==> config.mk <==
export PLATFORM = sky130hd
export DESIGN_NAME = conv3x3_mac
export DESIGN_NICKNAME = d
export VERILOG_FILES = /design/src/rtl/conv3x3_mac.sv
export SDC_FILE = /design/constraint.sdc
export NUM_CORES = 2
export LEC_CHECK = 0
export CAP_MARGIN = 20
export CORE_ASPECT_RATIO = 0.8
export CORE_MARGIN = 3
export CORE_UTILIZATION = 45
export DETAILED_ROUTE_END_ITERATION = 12
export PLACE_DENSITY_LB_ADDON = 0.3
export SYNTH_ARGS = -nofsm -noshare
export SYNTH_HDL_FRONTEND = slang
export SYNTH_SLANG_ARGS = --single-unit
export TNS_END_PERCENT = 5
==> constraint.sdc <==
create_clock -name pclk -period 15.5 [get_ports pclk]
set_input_delay 3.1 -clock pclk [delete_from_list [all_inputs] [get_ports pclk]]
set_output_delay 3.1 -clock pclk [all_outputs]
set_load 0.02 [all_outputs]
==> src/rtl/conv3x3_mac.sv <==
// 3x3 convolution MAC: a Q8.8 kernel applied to an unsigned pixel window, in four registered
// stages (multiply, row sums, total, round/ReLU/saturate), one window per cycle.
module conv3x3_mac #(
  parameter int unsigned PIX_W     = 8,
  parameter int unsigned FRAC_BITS = 8,
  parameter bit          RELU      = 1'b0
) (
  input  logic                    pclk,
  input  logic                    rst,
  input  logic [PIX_W-1:0]        pix_1_1,
  input  logic [PIX_W-1:0]        pix_1_2,
  input  logic [PIX_W-1:0]        pix_1_3,
  input  logic [PIX_W-1:0]        pix_2_1,
  input  logic [PIX_W-1:0]        pix_2_2,
  input  logic [PIX_W-1:0]        pix_2_3,
  input  logic [PIX_W-1:0]        pix_3_1,
  input  logic [PIX_W-1:0]        pix_3_2,
  input  logic [PIX_W-1:0]        pix_3_3,
  input  logic                    pix_valid,
  input  logic signed [15:0]      weights_1_1,
  input  logic signed [15:0]      weights_1_2,
  input  logic signed [15:0]      weights_1_3,
  input  logic signed [15:0]      weights_2_1,
  input  logic signed [15:0]      weights_2_2,
  input  logic signed [15:0]      weights_2_3,
  input  logic signed [15:0]      weights_3_1,
  input  logic signed [15:0]      weights_3_2,
  input  logic signed [15:0]      weights_3_3,
  input  logic signed [15:0]      bias,
  input  logic                    weights_ready,
  output logic signed [15:0]      conv_out,
  output logic                    conv_valid,
  output logic                    sat_flag,
  output logic [15:0]             sat_cnt
);

  localparam int unsigned ProdW = PIX_W + 17;
  localparam int unsigned SumW  = ProdW + 2;
  localparam int unsigned AccW  = ProdW + 4;
  localparam int unsigned RndW  = AccW + 1;

  localparam logic signed [RndW-1:0] Half   = RndW'(1) << (FRAC_BITS - 1);
  localparam logic signed [RndW-1:0] OutMax = RndW'(32767);
  localparam logic signed [RndW-1:0] OutMin = RndW'(-32768);

  logic [PIX_W-1:0]   pix [9];
  logic signed [15:0] wgt [9];

  assign pix = '{pix_1_1, pix_1_2, pix_1_3, pix_2_1, pix_2_2, pix_2_3, pix_3_1, pix_3_2, pix_3_3};
  assign wgt = '{weights_1_1, weights_1_2, weights_1_3, weights_2_1, weights_2_2, weights_2_3,
                 weights_3_1, weights_3_2, weights_3_3};

  logic signed [ProdW-1:0] prod_q [9];
  logic signed [SumW-1:0]  row_q  [3];
  logic signed [AccW-1:0]  acc_q;
  logic                    v1_q, v2_q, v3_q, wr_q;
  logic                    accept, adv2, adv3, adv4;

  // A low weights_ready at any edge kills every in-flight window.
  assign accept = pix_valid & weights_ready;
  assign adv2   = v1_q & weights_ready;
  assign adv3   = v2_q & weights_ready;
  assign adv4   = v3_q & weights_ready;

  always_ff @(posedge pclk) begin
    if (rst) begin
      v1_q       <= 1'b0;
      v2_q       <= 1'b0;
      v3_q       <= 1'b0;
      conv_valid <= 1'b0;
    end else begin
      v1_q       <= accept;
      v2_q       <= adv2;
      v3_q       <= adv3;
      conv_valid <= adv4;
    end
  end

  always_ff @(posedge pclk) begin
    if (rst) begin
      for (int i = 0; i < 9; i++) prod_q[i] <= '0;
    end else if (accept) begin
      for (int i = 0; i < 9; i++) begin
        prod_q[i] <= ProdW'($signed({1'b0, pix[i]})) * ProdW'(wgt[i]);
      end
    end
  end

  always_ff @(posedge pclk) begin
    if (rst) begin
      for (int r = 0; r < 3; r++) row_q[r] <= '0;
    end else if (adv2) begin
      for (int r = 0; r < 3; r++) begin
        row_q[r] <= SumW'(prod_q[3*r]) + SumW'(prod_q[3*r+1]) + SumW'(prod_q[3*r+2]);
      end
    end
  end

  always_ff @(posedge pclk) begin
    if (rst) begin
      acc_q <= '0;
    end else if (adv3) begin
      acc_q <= AccW'(row_q[0]) + AccW'(row_q[1]) + AccW'(row_q[2]) + AccW'(bias);
    end
  end

  logic signed [RndW-1:0] rnd;
  logic signed [15:0]     out_d;
  logic                   sat_d;

  // Arithmetic shift after adding one half: ties go toward +inf.
  always_comb begin
    rnd = (RndW'(acc_q) + Half) >>> FRAC_BITS;
    if (RELU && rnd[RndW-1]) rnd = '0;
    out_d = rnd[15:0];
    sat_d = 1'b0;
    if (rnd > OutMax) begin
      out_d = 16'sh7fff;
      sat_d = 1'b1;
    end else if (rnd < OutMin) begin
      out_d = 16'sh8000;
      sat_d = 1'b1;
    end
  end

  always_ff @(posedge pclk) begin
    if (rst) begin
      conv_out <= '0;
      sat_flag <= 1'b0;
    end else begin
      sat_flag <= adv4 & sat_d;
      if (adv4) conv_out <= out_d;
    end
  end

  // A fresh kernel (weights_ready rising) restarts the count; that clear beats an increment.
  always_ff @(posedge pclk) begin
    if (rst) begin
      wr_q    <= 1'b0;
      sat_cnt <= '0;
    end else begin
      wr_q <= weights_ready;
      if (weights_ready && !wr_q) begin
        sat_cnt <= '0;
      end else if (conv_valid && sat_flag && sat_cnt != 16'hffff) begin
        sat_cnt <= sat_cnt + 16'd1;
      end
    end
  end

endmodule

Yosys cells after proc, flatten, opt, wreduce, memory -nomap -nowiden

Memory sizes are Yosys's and may differ from the RTL's.
Cells that the tools add are included.

$add $sub $neg: 11
Multipliers: 9
$lt $le $gt $ge: 2
Eq/ne operators: 1
Multiplexer cells: 24
Bitwise gates (word level): 17
Reduce and logical (&&, ||, !) cells: 5

Operators by type and width:

| cell                    | number |
|---|---|
| $mul A9 B16 Y25         | 9 |
| $mux W25                | 9 |
| $add A26 B25 Y27        | 3 |
| $mux W27                | 3 |
| $add A25 B25 Y26        | 3 |
| $mux W16                | 2 |
| $add A29 B9 Y30 const B | 1 |
| $add A28 B27 Y29        | 1 |
| $add A29 B16 Y29        | 1 |
| $add A27 B27 Y28        | 1 |
| $gt A22 B16 Y1 const B  | 1 |
| $lt A22 B16 Y1 const B  | 1 |
| $add A16 B1 Y16 const B | 1 |
| $ne A16 B16 Y1 const B  | 1 |
| $or A1 B1 Y1            | 12 |
| $mux W1                 | 10 |
| $and A1 B1 Y1           | 5 |
| $logic_and A1 B1 Y1     | 3 |
| $reduce_or A2 Y1        | 1 |
| $logic_not A1 Y1        | 1 |

Register bits after elaboration: 67
Bits in writable memories: 306
Output and inout port bits: 34
Memories: 2

Memory list:

| name   | words | bits a word | rd ports | clocked after Yosys merged registers in | write ports | RTL line | RTL |
|---|---|---|---|---|---|---|---|
| prod_q | 9     | 25          | 9        | 0                                       | 9           | 53       | `logic signed [ProdW-1:0] prod_q [9];` |
| row_q  | 3     | 27          | 3        | 0                                       | 3           | 54       | `logic signed [SumW-1:0] row_q [3];` |

Logic depth before layout (Yosys ltp)

Depth after elaboration: 5
Gate-level depth with buffers: 20
Depth with buffers taken out: 19

Least setup slack after synthesis

Ideal clock, no wire load.

Path type: input to register
From: input rst
To: memory prod_q[0][0] (netlist bit) (enable)
Library setup time: 585 ps
Arrival: 8154 ps
Required time: 14915 ps
Slack: 6761 ps
Stages: 3
Cells stage by stage: clkbuf_1 -> clkbuf_1 -> a21o_1

RTL lines:

| what        | RTL line | RTL |
|---|---|---|
| from (decl) | 9        | `input logic rst,` |
| to (decl)   | 53       |  |

==> out/results.txt <==
Signal arrival time at the worst endpoint: 8.91 ns. Period utilization: 0.5560. The run gives 0 as the number of max-cap violations. The critical-path maximum fanout is 16. Cell with the largest stage delay on the worst path: sky130_fd_sc_hd__clkdlybuf4s50_1. Before antenna repair, the detailed router went through 5 iterations. The share of layout cells above drive strength 1 came out at 0.01612. By area the synthesized netlist is led by sky130_fd_sc_hd__fa_1 (34%), sky130_fd_sc_hd__edfxtp_1 (15%), sky130_fd_sc_hd__ha_1 (11%). At the worst endpoint, the required time is 15.79 ns.

The logs give 0 for the total of cells resized after clock tree synthesis and 0.4991 for the post-layout utilization of the core. Buffers inserted during clock tree synthesis total 42. Initial antenna violation count: 32.

The max-slew headroom at the worst pin is 0.2724. The post-synthesis instance area was 0.06106 mm2; the growth of design area from synthesis to finish was 9.713%. The logs give 0 for the buffer count from post-CTS setup fixing and 0.1160 GHz for the maximum clock frequency. The tools report the startpoint type of the worst setup path as an input pin.

The worst hold path passes through 2 cells. The worst register-to-register path begins at prod_q[0][76]$_SDFFCE_PN0P_. The die is 417.8 um wide. On the critical path the largest part of the delay comes from adder cells.

The run gives 32.81 nW as the static power due to leakage. The worst hold path terminates at conv_out[11]$_SDFFE_PP0P_. The synthesized netlist net count was 8321; the number of pins exceeding their max-slew limit in the final report was 0.

Proportion of synthesized chip area in sequential cells: 0.1702. Type of the tightest min-delay check: reg -> reg. Summed over all layers, the global routing overflow is 0. The peak ir drop on the vdd network is 0.08636 mV. Counting I/O delays and the setup requirement, the final critical path takes 8.618 ns.

In this design, the stage delay of the slowest critical-path cell is 0.88 ns. The worst-margin pin slew came out at 1.091 ns. Entering global routing, the biggest net connects 82 pins. After layout, the design draws a total of 10.35 mW. The logs give 2 for the total number of H-tree levels and 270 for the number of top-level pins.

The endpoint identified for the worst register-to-register timing path is row_q[0][52]$_SDFFCE_PN0P_. The net count of the finished layout is 8510. STA classifies the critical path endpoint as a flip-flop. The top cell type's share of synthesized area came out at 0.3443.

Among the stages of the critical path, the cell type that occurs most often is sky130_fd_sc_hd__fa_1. Input and output buffers added on the ports amount to 269. The class of the most critical setup path was in -> reg. Walking the worst path, the cells encountered are clkdlybuf4s50_1, nand2_1, fa_1, inv_1, fa_1, fa_1, inv_1, fa_1, inv_1, ha_1, and3_1, a221oi_2, a211oi_1, o41ai_1, nand2_1, a31oi_1, o21ai_0, xnor2_1, nor2_1. Setup repair after global routing left no endpoint under its margin. The flow ran to the end, and the final reports show no timing, DRC or antenna violations.

Measured in cells, the most critical reg-to-reg path has a length of 13. For this run, design rule violations remaining after detail routing come to 0. The run gives 0.1342 mm2 as the core outline area.

Clock-pin slew was measured on the worst setup and hold paths at 0.06 ns. The cell count after synthesis came out at 6482. The most used standard cell by instance count after synthesis is sky130_fd_sc_hd__inv_1. Routability-driven placement finished with a final weighted congestion of 0.8604. The floorplan has 120 rows. TritonCTS built the clock tree.

No sink is reached through more buffers than the 3 on the longest clock path. Leading register cell type out of synthesis: sky130_fd_sc_hd__edfxtp_1. The routed layout has 43718 vias.

The final-report hold violation count is 0. The worst hold path begins at conv_out[11]$_SDFFE_PP0P_. The die is 335.5 um tall. The clock net in this run drives a total of 366 sinks.

The biggest area contributor in the post-synthesis netlist is sky130_fd_sc_hd__fa_1. The global-route usage over all layers is 0.2124. The first global-routing pass estimated 240200 um of wire. The critical path contains buffers and inverters numbering 4 combined. Setup violations remaining at the end of the flow were counted as 0. For the final database, setup skew stands at 0.02347 ns. The hold buffer count at CTS came out at 0.

In this run, the number of DRC markers left after iteration 0 of detailed routing was 2805. The die covers 0.1402 mm2. Averaged over all synthesized cells, the footprint is 9.420 um2. The post-route setup TNS is 0 ns, and the HPWL after detailed placement is 119900 um.

Ranked by instance count, the synthesized netlist is headed by sky130_fd_sc_hd__inv_1 (1383), sky130_fd_sc_hd__fa_1 (1050), sky130_fd_sc_hd__nand2_1 (693), sky130_fd_sc_hd__and2_1 (651), sky130_fd_sc_hd__ha_1 (553). CTS placed an instance of sky130_fd_sc_hd__clkbuf_16 at the clock tree root. The power density of the placed cells came out at 154.5 mW/mm2. The run gives 45264 as the via count of the first global-routing pass. For this run, the number of Yosys warnings is 0.

The fraction of registers with async set or reset after synthesis was 0. The run gives 0.4549 as the effective utilization at floorplan. In this run the remaining antenna-violating nets after routing total 0. In this run the register-to-register setup slack is 11.31 ns. In this run, synthesis produced a sequential element count of 366. The wire length reported by the detailed router was 145600 um; the via density per instance was 5.146. The clock latency at the later pin of the worst-skew pair is 0.58 ns.

The final routed wire length divided by cell count was 17.14 um; the number of distinct library cell variants in the gate-level netlist after synthesis was 78. In this run, synthesis inferred 306 flip-flops with an integrated enable.
flip-flops by register name (all words and copies together), names as in the netlist:
register    cells
prod_q        225
v3_q            1
v2_q            1
v1_q            1
wr_q            1
conv_valid      1
row_q          81
sat_flag        1
sat_cnt        16
acc_q          22
conv_out       16
layout make-up:
cell class	instances	area (um2)
Antenna cell	26	65.06
Clock buffer	49	1099
Clock inverter	25	277.8
Fill cell	12502	67240
Inverter	1384	5195
Multi-Input combinational cell	4598	45000
Sequential cell	366	10390
Tap cell	1769	2213
Timing Repair Buffer	279	2755
how the worst max path moves through the flow:
| stage | startpoint | to | slack, ns | cells past startpoint |
|---|---|---|---|---|
| final | pix_2_3[0] | prod_q[0][149]$_SDFFCE_PN0P_ | 6.88 | 19 |
| after global routing | pix_3_2[3] | prod_q[0][199]$_SDFFCE_PN0P_ | 6.47 | 19 |
| after global placement | pix_2_3[0] | prod_q[0][149]$_SDFFCE_PN0P_ | 6.47 | 19 |
| after CTS | pix_2_3[0] | prod_q[0][149]$_SDFFCE_PN0P_ | 6.97 | 19 |
| after detailed placement | pix_2_3[0] | prod_q[0][149]$_SDFFCE_PN0P_ | 6.37 | 19 |
| after floorplan | rst | prod_q[0][0]$_SDFFCE_PN0P_ | 6.76 | 3 |
through the flow:
stage / instance area, um2 / hold WS (ns) / std cells / worst slack (ns)
6_report: 66990 / 0.4681 / 8496 / 6.882
3_5_place_dp: 65550 / 0.4643 / 8396 / 6.374
4_1_cts: 66930 / 0.4737 / 8470 / 6.967
2_1_floorplan: 61060 / 0.4524 / 6482 / 6.761
5_1_grt: 66990 / 0.4911 / 8495 / 6.470
3_3_place_gp: 65540 / 0.4508 / 8395 / 6.468
tightest hold or removal path: stages, from the launching register on:
cell and delay (ns):
sky130_fd_sc_hd__dfxtp_1 0.31, sky130_fd_sc_hd__inv_1 0.05, sky130_fd_sc_hd__a221oi_1 0.06
cells in the final DEF, fill, tap and decap left out, types with 8 or more instances in the layout:
cell and instances:
sky130_fd_sc_hd__clkbuf_16 43, sky130_fd_sc_hd__a211oi_1 33, sky130_fd_sc_hd__a21o_1 86, sky130_fd_sc_hd__nor3_1 77
sky130_fd_sc_hd__xor2_1 116, sky130_fd_sc_hd__clkdlybuf4s50_1 267, sky130_fd_sc_hd__or2_2 9, sky130_fd_sc_hd__a211o_1 10
sky130_fd_sc_hd__and3_1 90, sky130_fd_sc_hd__ha_1 553, sky130_fd_sc_hd__xnor2_1 154, sky130_fd_sc_hd__fa_1 1050
sky130_fd_sc_hd__a221oi_1 16, sky130_fd_sc_hd__o31ai_1 21, sky130_fd_sc_hd__nand3_1 74, sky130_fd_sc_hd__and4_1 8
sky130_fd_sc_hd__nor2_1 331, sky130_fd_sc_hd__o31a_1 8, sky130_fd_sc_hd__nand2b_1 37, sky130_fd_sc_hd__o21a_1 35
sky130_fd_sc_hd__inv_1 1382, sky130_fd_sc_hd__dfxtp_1 60, sky130_fd_sc_hd__nor2b_1 20, sky130_fd_sc_hd__or3_1 31
sky130_fd_sc_hd__o21ai_0 83, sky130_fd_sc_hd__buf_4 9, sky130_fd_sc_hd__o21bai_1 27, sky130_fd_sc_hd__a21oi_1 207
sky130_fd_sc_hd__edfxtp_1 306, sky130_fd_sc_hd__nand4_1 18, sky130_fd_sc_hd__nand2_1 691, sky130_fd_sc_hd__o311ai_0 9
sky130_fd_sc_hd__a31oi_1 24, sky130_fd_sc_hd__diode_2 26, sky130_fd_sc_hd__nor3b_1 8, sky130_fd_sc_hd__and2_1 651
sky130_fd_sc_hd__a41oi_1 8
power by group:
part	leakage [nW]	internal, mW	switching (mW)	total, mW
Clock	0.652	0.594	0.430	1.02
Combinational	28.5	3.34	4.56	7.91
Sequential	3.65	1.28	0.136	1.42
metal layers:
layer | global-route usage | vias up | wire (um)
li1 | - | 20642 | -
met1 | 0.3126 | 21873 | 68560
met2 | 0.3301 | 1037 | 65510
met3 | 0.02658 | 164 | 7652
met4 | 0.05970 | 2 | 3853
met5 | 0 | - | 13
kinds of logic (layout without fill, tap and decap cells):
group	count (synthesis)	after routing	share of synthesized area
fa+ha+maj	1603	1603	0.4576
simple gates	2074	2074	0.1687
buf+inv	1518	1737	0.09346
xor+xnor	270	270	0.03873
other cells	0	26	0
mux	6	6	0.0009836
flops	366	366	0.1702
compound gates	645	645	0.07041
No activity file was read; power rests on OpenSTA's default activity.
